## src/rtl/seven_seg_scan_ctrl_if.sv

```systemverilog
// Bus bundle for the four-digit multiplexed seven-segment scan controller.
//
// Load handshake: the producer raises load_valid with load_data stable; a
// transfer happens on every rising clock edge where load_valid and
// load_ready are both 1. load_ready depends only on registered state, never
// on load_valid, so the producer may wait for it without a combinational
// loop. While load_ready is 0 the offered data is ignored and may change.
interface seven_seg_scan_ctrl_if;
    logic        enable;      // 1 = digits may light
    logic        blank_lz;    // 1 = suppress leading-zero digits
    logic        load_valid;  // new display value offered
    logic [15:0] load_data;   // four hex nibbles, [3:0] = digit 0
    logic        load_ready;  // pending buffer empty
    logic [3:0]  nibble;      // nibble of the current digit
    logic [3:0]  digit_en;    // one-hot digit enable, all-zero = dark
    logic        frame_done;  // pulse on the last clock of digit 3's slot
    logic        scan_dbg;    // 1 = controller is in the SCAN mode

    // Producer / observer side.
    modport master (
        output enable,
        output blank_lz,
        output load_valid,
        output load_data,
        input  load_ready,
        input  nibble,
        input  digit_en,
        input  frame_done,
        input  scan_dbg
    );

    // Controller side.
    modport slave (
        input  enable,
        input  blank_lz,
        input  load_valid,
        input  load_data,
        output load_ready,
        output nibble,
        output digit_en,
        output frame_done,
        output scan_dbg
    );
endinterface

```

## src/rtl/seven_seg_scan_ctrl.sv

```systemverilog
// Four-digit multiplexed seven-segment scan controller. Each digit gets a
// slot of CLKS_PER_DIGIT clocks; the first DEAD_CLKS clocks of every slot
// keep all digits dark to avoid ghosting. A new value is double-buffered in
// PENDING and only promoted to ACTIVE on a frame boundary, so a displayed
// frame is never torn.
module seven_seg_scan_ctrl #(
    parameter int CLKS_PER_DIGIT = 50000,  // 2..65535
    parameter int DEAD_CLKS      = 500     // 0..CLKS_PER_DIGIT-1
) (
    input  logic                  clk,
    input  logic                  rst,
    seven_seg_scan_ctrl_if.slave  bus
);

    typedef enum logic {
        BLANKED = 1'b0,
        SCAN    = 1'b1
    } mode_t;

    localparam logic [15:0] CNT_LAST = 16'(CLKS_PER_DIGIT - 1);
    localparam logic [15:0] CNT_DEAD = 16'(DEAD_CLKS);

    mode_t       mode_q, mode_d;
    logic [15:0] cnt_q, cnt_d;
    logic [1:0]  idx_q, idx_d;
    logic [15:0] active_q, active_d;
    logic [15:0] pending_q, pending_d;
    logic        pend_full_q, pend_full_d;

    logic        accept;
    logic        slot_end;
    logic        frame_end;
    logic        past_dead;
    logic [3:0]  suppress;

    assign accept    = bus.load_valid & ~pend_full_q;
    assign slot_end  = (cnt_q == CNT_LAST);
    assign frame_end = (mode_q == SCAN) && slot_end && (idx_q == 2'd3);

    // Dead-time window: with no dead time every clock of the slot may light.
    if (DEAD_CLKS == 0) begin : g_no_dead
        assign past_dead = 1'b1;
    end else begin : g_dead
        assign past_dead = (cnt_q >= CNT_DEAD);
    end

    // State register; reset discards both display buffers immediately.
    always_ff @(posedge clk or posedge rst) begin
        if (rst) begin
            mode_q      <= BLANKED;
            cnt_q       <= '0;
            idx_q       <= '0;
            active_q    <= '0;
            pending_q   <= '0;
            pend_full_q <= 1'b0;
        end else begin
            mode_q      <= mode_d;
            cnt_q       <= cnt_d;
            idx_q       <= idx_d;
            active_q    <= active_d;
            pending_q   <= pending_d;
            pend_full_q <= pend_full_d;
        end
    end

    // Next-state: slot timing, digit advance, load buffering and promotion.
    always_comb begin
        mode_d      = mode_q;
        cnt_d       = cnt_q;
        idx_d       = idx_q;
        active_d    = active_q;
        pending_d   = pending_q;
        pend_full_d = pend_full_q;
        case (mode_q)
            BLANKED: begin
                // Nothing on screen yet: the first value goes straight to
                // ACTIVE and scanning starts from digit 0, slot clock 0.
                cnt_d = '0;
                idx_d = '0;
                if (accept) begin
                    active_d = bus.load_data;
                    mode_d   = SCAN;
                end
            end
            SCAN: begin
                if (slot_end) begin
                    cnt_d = '0;
                    idx_d = idx_q + 2'd1;
                end else begin
                    cnt_d = cnt_q + 16'd1;
                end
                // Promotion only uses a buffer that was full before this
                // edge; while full, accept is 0, so the two never collide.
                if (frame_end && pend_full_q) begin
                    active_d    = pending_q;
                    pend_full_d = 1'b0;
                end
                if (accept) begin
                    pending_d   = bus.load_data;
                    pend_full_d = 1'b1;
                end
            end
            default: begin
                mode_d = BLANKED;
                cnt_d  = '0;
                idx_d  = '0;
            end
        endcase
    end

    // Leading-zero suppression from ACTIVE and the live blank_lz input.
    always_comb begin
        suppress    = 4'b0000;
        suppress[1] = bus.blank_lz & ~(|active_q[15:4]);
        suppress[2] = bus.blank_lz & ~(|active_q[15:8]);
        suppress[3] = bus.blank_lz & ~(|active_q[15:12]);
    end

    // Output decode from registered state plus enable / blank_lz only.
    always_comb begin
        bus.load_ready = ~pend_full_q;
        bus.frame_done = frame_end;
        bus.scan_dbg   = (mode_q == SCAN);
        bus.nibble     = 4'h0;
        bus.digit_en   = 4'b0000;
        if (mode_q == SCAN) begin
            bus.nibble = active_q[{idx_q, 2'b00} +: 4];
            if (bus.enable && past_dead && !suppress[idx_q]) begin
                bus.digit_en = 4'b0001 << idx_q;
            end
        end
    end

endmodule

```

## src/flat_wrapper.sv

```systemverilog
// flat-port wrapper written by rule: the top's interface ports become plain ports
module seven_seg_scan_ctrl_flat 
#(
    parameter int CLKS_PER_DIGIT = 50000,             
    parameter int DEAD_CLKS      = 500                           
)
  (clk, rst, bus_enable, bus_blank_lz, bus_load_valid, bus_load_data, bus_load_ready, bus_nibble, bus_digit_en, bus_frame_done, bus_scan_dbg);
  seven_seg_scan_ctrl_if bus_i ();
  input  logic clk;
  input  logic rst;
  input wire logic [$bits(bus_i.enable)-1:0] bus_enable;
  input wire logic [$bits(bus_i.blank_lz)-1:0] bus_blank_lz;
  input wire logic [$bits(bus_i.load_valid)-1:0] bus_load_valid;
  input wire logic [$bits(bus_i.load_data)-1:0] bus_load_data;
  output wire logic [$bits(bus_i.load_ready)-1:0] bus_load_ready;
  output wire logic [$bits(bus_i.nibble)-1:0] bus_nibble;
  output wire logic [$bits(bus_i.digit_en)-1:0] bus_digit_en;
  output wire logic [$bits(bus_i.frame_done)-1:0] bus_frame_done;
  output wire logic [$bits(bus_i.scan_dbg)-1:0] bus_scan_dbg;
  assign bus_i.enable = bus_enable;
  assign bus_i.blank_lz = bus_blank_lz;
  assign bus_i.load_valid = bus_load_valid;
  assign bus_i.load_data = bus_load_data;
  assign bus_load_ready = bus_i.load_ready;
  assign bus_nibble = bus_i.nibble;
  assign bus_digit_en = bus_i.digit_en;
  assign bus_frame_done = bus_i.frame_done;
  assign bus_scan_dbg = bus_i.scan_dbg;
  seven_seg_scan_ctrl #(.CLKS_PER_DIGIT(CLKS_PER_DIGIT), .DEAD_CLKS(DEAD_CLKS)) u_core (.clk(clk), .rst(rst), .bus(bus_i));
endmodule
```

## config.mk

```make
export PLATFORM = sky130hd
export DESIGN_NAME = seven_seg_scan_ctrl_flat
export DESIGN_NICKNAME = d
export VERILOG_FILES = /design/src/rtl/seven_seg_scan_ctrl_if.sv /design/src/rtl/seven_seg_scan_ctrl.sv /design/src/flat_wrapper.sv
export SDC_FILE = /design/constraint.sdc
export NUM_CORES = 1
export LEC_CHECK = 0
export ABC_AREA = 1
export BUFFER_PORTS_ARGS = -buffer_cell sky130_fd_sc_hd__buf_2
export CAP_MARGIN = 20
export CORE_ASPECT_RATIO = 0.5
export CORE_MARGIN = 10
export CORE_UTILIZATION = 58
export DETAILED_ROUTE_END_ITERATION = 10
export PLACE_DENSITY_LB_ADDON = 0.12
export REMOVE_ABC_BUFFERS = 1
export SLEW_MARGIN = 20
export SYNTH_ARGS = -nofsm -noshare
export SYNTH_HDL_FRONTEND = slang
export SYNTH_SLANG_ARGS = --single-unit
```

## constraint.sdc

```tcl
create_clock -name clk -period 2.12 [get_ports clk]
set_clock_uncertainty 0.2 [all_clocks]
set_input_delay 0.424 -clock clk [delete_from_list [all_inputs] [get_ports clk]]
set_output_delay 0.424 -clock clk [all_outputs]
set_load 0.02 [all_outputs]
```

==> results.cfg, run 1 <==
[grt]
grt_max_degree = 53
gr-total-overflow = 0
antenna_found_initial = 0
grt_pass1_wl_um = 10900
grt_pass1_vias = 2421
grt_usage_pct = 16.2

[critical_path]
cpPeakStageDelay_ns = 0.43
startpoint_type = register
cp_max_fo = 3
crit_slowest_cell = dfrtp_1
path_class = register to output port
crit_chain = nor2_1 -> nand3_2 -> nor2_2 -> nand3_2 -> nor2_2 -> buf_4
critPathCaptureType = output port
cp_data_arrival_time_ns = 1.51
critPathRequiredTime_ns = 1.50

[logic_synthesis]
synth_top_area_share_pct = 47.1
ys_seq_area_share_pct = 47.1
avgSynthCellArea_um2 = 7.44
syn-cell-area_um2 = 2760
yosys.area.top_type = dfrtp_1
synth_cells = 371
postSynth.asyncResetShare_pct = 100
synth_edf_count = 0
synth-seq-cells = 52
yosysWarnings = 0
synth_cell_types = 26
ys_top_cells_by_area = dfrtp_1 (47%), nand2_1 (14%), o21ai_0 (8.2%)
synth_flop_cell = dfrtp_1

[sta]
finalHoldViolCount = 0
slew_headroom_pct = 74.9
max_freq_mhz = 468
setup_ws_ns = -0.0175
slew_violations = 0
min_period_over_period_pct = 101
rsz0062_at_grt = yes
setup_violations = 3
worstMarginPinSlew_ns = 0.377
whs_ns = 0.136
finalCriticalPeriod_ns = 2.14

[route]
vias = 2486
vias_per_cell = 5.10
dr.pass1.iters = 4
wl_um = 6380
ant_nets = 0
drc = 0
drt_iter0_drc = 184
wl_per_cell_um = 13.1

[job]
max-cap-violations = 0

[floorplanning]
dieArea_um2 = 8090
fp.dieW_um = 118
ioPinCount = 32
die_h_um = 68.8
core_area_um2 = 4490
start_util_pct = 61.5
rows = 17

[power]
ir_drop_v = 0.000363
cellLeakagePower_uw = 0.00169
power.density_nw_per_um2 = 486

[min_path]
min_path_type = input port to register

[cts]
cts_max_level = 2
clock_path_buffers = 2
cts-buffers-inserted = 5
numClockSinks = 52
cts_tree = done
clk_latency_ns = 0.30
path_clk_slew_ns = 0.09
root_buffer = clkbuf_8

[place]
placed_area_um2 = 3010
gp_congestion = 0.873
io_buffers = 31
hpwl_um = 4220

[cells_and_area]
final_common_cell = nand2_1
nets = 447
layout_common_cells = nand2_1 (96), dfrtp_1 (50), inv_1 (46)
final_area_um2 = 3340
antenna-diode-count = 0
n_fill_cell = 328
drive_above_1_share_pct = 21.9
final_util_pct = 74.5
area_growth_pct = 21.2

[run_status]
status = finished with violations
violations = setup timing
-- registers in the layout, indices dropped and copies added (netlist names) --
register and flops:
u_core.active_q 16, u_core.bus.scan_dbg 1, u_core.cnt_q 16, u_core.idx_q 2
u_core.pend_full_q 1, u_core.pending_q 16
-- power by group --
part	internal, µW	leakage [µW]	switching [µW]
clock	267	0.0000455	315
sequential	991	0.000615	0
combinational	20.4	0.00103	31.5
-- per-layer routing --
| metal | track usage, % | wire length (µm) | part of all wire, % | vias to the layer above |
|---|---|---|---|---|
| met1 | 19.2 | 2900 | 45 | 1148 |
| met5 | 0 | 0 | 0 | - |
| li1 | - | - | - | 1256 |
| met4 | 5.05 | 94 | 1.5 | 0 |
| met2 | 29.7 | 3090 | 48 | 71 |
| met3 | 3.72 | 301 | 4.7 | 11 |
-- cells in the mapped netlist (2+ instances only) --
master and n:
ha_1 6, buf_2 4, nor2_1 45, nor3_1 4, nand2_2 2, inv_1 48
o21ai_0 45, dfrtp_1 52, clkbuf_1 7, nand3_1 24, nand2_1 101, a21oi_1 17
xor2_1 2, xnor2_1 2
-- final timing paths --
path,start,to,slack (ns),depth (start not counted)
hold reg to reg,u_core.pending_q[11],u_core.pending_q[11],0.29,2
setup / recovery,u_core.cnt_q[5],bus_frame_done,-0.02,6
min in group asynchronous,rst,u_core.cnt_q[4],0.54,4
max in group asynchronous,rst,u_core.pending_q[11],0.93,4
setup reg to reg,u_core.cnt_q[1],u_core.active_q[15],0.18,8
hold / removal,bus_load_valid,u_core.bus.scan_dbg,0.14,3
-- final cells by class --
| cell class | instances | area [µm²] | area share (%) |
|---|---|---|---|
| clock buffers | 8 | 90.1 | 2.69 |
| inverters | 49 | 185 | 5.54 |
| multi-input cells | 258 | 1310 | 39.1 |
| flip-flops and latches | 52 | 1300 | 39.0 |
| well taps | 66 | 82.6 | 2.47 |
| repair buffers | 54 | 377 | 11.3 |
-- kinds of logic (layout without fill, tap and decap cells) --
kind of cell | after synthesis | in the layout | synth area share (%)
simple gates | 184 | 184 | 28.3
fa+ha+maj | 6 | 6 | 2.72
flops | 52 | 52 | 47.1
compound gates | 64 | 64 | 11.8
xor+xnor | 4 | 4 | 1.27
buf+inv | 61 | 111 | 8.75
-- critical path, delay by kind of cell, from the launching register on --
kind                   cells  cell delay, ns
AND/OR/NAND/NOR            5            0.63
buffers and inverters      1            0.15
flip-flops                 1            0.43
-- per-stage QoR --
stage | setup slack (ns) | power, µW | TNS, ns | instances
final | -0.0175 | 1630 | -0.0244 | 487
after detailed placement | 0.140 | 1060 | 0 | 463
after floorplan | -0.202 | 1030 | -1.52 | 359
after global placement | 0.174 | 1060 | 0 | 463
after global routing | -0.128 | 1690 | -0.752 | 487
after CTS | -0.00387 | 1630 | -0.00387 | 483
-- repair_timing --
item / CTS / global route
hold buffers: 1 / 0
pin swaps: 9 / 4
resized for setup: 21 / 24
buffers inserted: 11 / 4
endpoints found under the setup margin: 6 / 9
endpoints found under the hold margin: 52 / 0
No activity file was read; power rests on OpenSTA's default activity.
==> run 2: changes to the inputs <==
--- a/config.mk
+++ b/config.mk
@@ -13,6 +13,7 @@
 export CORE_UTILIZATION = 58
 export DETAILED_ROUTE_END_ITERATION = 10
 export PLACE_DENSITY_LB_ADDON = 0.12
+export RECOVER_POWER = 100
 export REMOVE_ABC_BUFFERS = 1
 export SLEW_MARGIN = 20
 export SYNTH_ARGS = -nofsm -noshare
==> results.cfg, run 2 (synthesis results as in run 1) <==
[place]
hpwl_um = 4220
placed_area_um2 = 3010
pre_cts_ws_ns = 0.140
io_buffers = 31
gp_congestion = 0.873

[sta]
finalCriticalPeriod_ns = 2.14
rsz0062_at_grt = yes
setup_ws_ns = -0.0208
min_period_over_period_pct = 101
setup_violations = 4
max_freq_mhz = 467
worstMarginPinSlew_ns = 0.712
slew_violations = 0
finalHoldViolCount = 0
slew_headroom_pct = 52.5

[cts]
cts-buffers-inserted = 5
clk_latency_ns = 0.30
cts_max_level = 2
numClockSinks = 52
clock_path_buffers = 2
path_clk_slew_ns = 0.09
root_buffer = clkbuf_8
cts_tree = done

[critical_path]
critPathRequiredTime_ns = 1.50
cp_data_arrival_time_ns = 1.52
startpoint_type = register
cp_max_fo = 3
critPathCaptureType = output port
rr_worst_depth = 8
path_class = register to output port

[grt]
grt_max_degree = 53
gr-total-overflow = 0
grt_pass1_wl_um = 10900
grt_usage_pct = 16.2
grt_pass1_vias = 2421
antenna_found_initial = 0

[route]
drc = 0
drt_iter0_drc = 188
wl_um = 6360
vias = 2446
ant_nets = 0
wl_per_cell_um = 13.1
vias_per_cell = 5.02
dr.pass1.iters = 4

[cells_and_area]
reg_top3 = u_core.active_q (16), u_core.cnt_q (16), u_core.pending_q (16)
layout_common_cells = nand2_1 (96), dfrtp_1 (50), inv_1 (46)
area_growth_pct = 20.3
final_common_cell = nand2_1
drive_above_1_share_pct = 20.7
nets = 447
antenna-diode-count = 0
final_area_um2 = 3320
n_fill_cell = 334

[floorplanning]
die_h_um = 68.8
core_area_um2 = 4490
fp.dieW_um = 118
rows = 17
start_util_pct = 61.5
dieArea_um2 = 8090
ioPinCount = 32

[power]
ir_drop_v = 0.000363
cellLeakagePower_uw = 0.00167
power.density_nw_per_um2 = 488

[run_status]
violations = setup timing
status = finished with violations

[job]
max-cap-violations = 0

[min_path]
min_path_type = input port to register
min_path_cells = 3
run 2: where the power goes:
part           internal [µW]  switching (µW)  leakage [µW]
Clock                    267             313     0.0000455
Sequential               991               0      0.000615
Combinational           17.3            31.2       0.00101
run 2: layer usage:
| metal | global-route usage (%) | routed length (µm) | vias up |
|---|---|---|---|
| li1 | - | - | 1256 |
| met1 | 19.2 | 2910 | 1125 |
| met2 | 29.7 | 3140 | 60 |
| met3 | 3.72 | 257 | 5 |
| met4 | 5.05 | 44 | 0 |
| met5 | 0 | 0 | - |
run 2: through the flow:
| stage | util, % | instances | setup TNS (ns) | hold WS (ns) | total power (µW) |
|---|---|---|---|---|---|
| global route | 74.0 | 487 | -0.752 | 0.171 | 1690 |
| finish | 74.0 | 487 | -0.0389 | 0.139 | 1620 |
| detailed placement | 67.0 | 463 | 0 | 0.274 | 1060 |
| CTS | 72.5 | 483 | -0.00387 | 0.139 | 1630 |
| floorplan | - | 359 | -1.52 | 0.253 | 1030 |
| global placement | 67.0 | 463 | 0 | 0.266 | 1060 |
run 2: worst max-delay path, stage by stage (launching register included):
cell and delay, ns:
dfrtp_1 0.40, buf_4 0.14, inv_1 0.06, nand3_2 0.09, nor2_2 0.16, nand3_2 0.10
nor2_2 0.12, buf_4 0.15
run 2: worst paths after layout:
path / end / start / slack, ns
max reg2reg: u_core.active_q[15] / u_core.cnt_q[1] / 0.18
max in group asynchronous: u_core.cnt_q[3] / rst / 0.52
max: bus_frame_done / u_core.cnt_q[7] / -0.02
min in group asynchronous: u_core.cnt_q[1] / rst / 0.71
min: u_core.bus.scan_dbg / bus_load_valid / 0.14
min reg2reg: u_core.pending_q[11] / u_core.pending_q[11] / 0.29
run 2: area by class of cell:
| class | instances | area, µm² | area share, % |
|---|---|---|---|
| Tap cell | 66 | 82.6 | 2.49 |
| Sequential cell | 52 | 1300 | 39.3 |
| Multi-Input combinational cell | 258 | 1310 | 39.4 |
| Timing Repair Buffer | 54 | 352 | 10.6 |
| Inverter | 49 | 185 | 5.58 |
| Clock buffer | 8 | 90.1 | 2.71 |
run 2: repair_timing:
item,4_1_cts,5_1_grt
endpoints found under the setup margin,6,9
hold buffers,1,0
cloned,0,0
resized for setup,21,24
setup buffers,11,4
pin swaps,9,4
endpoints found under the hold margin,52,0
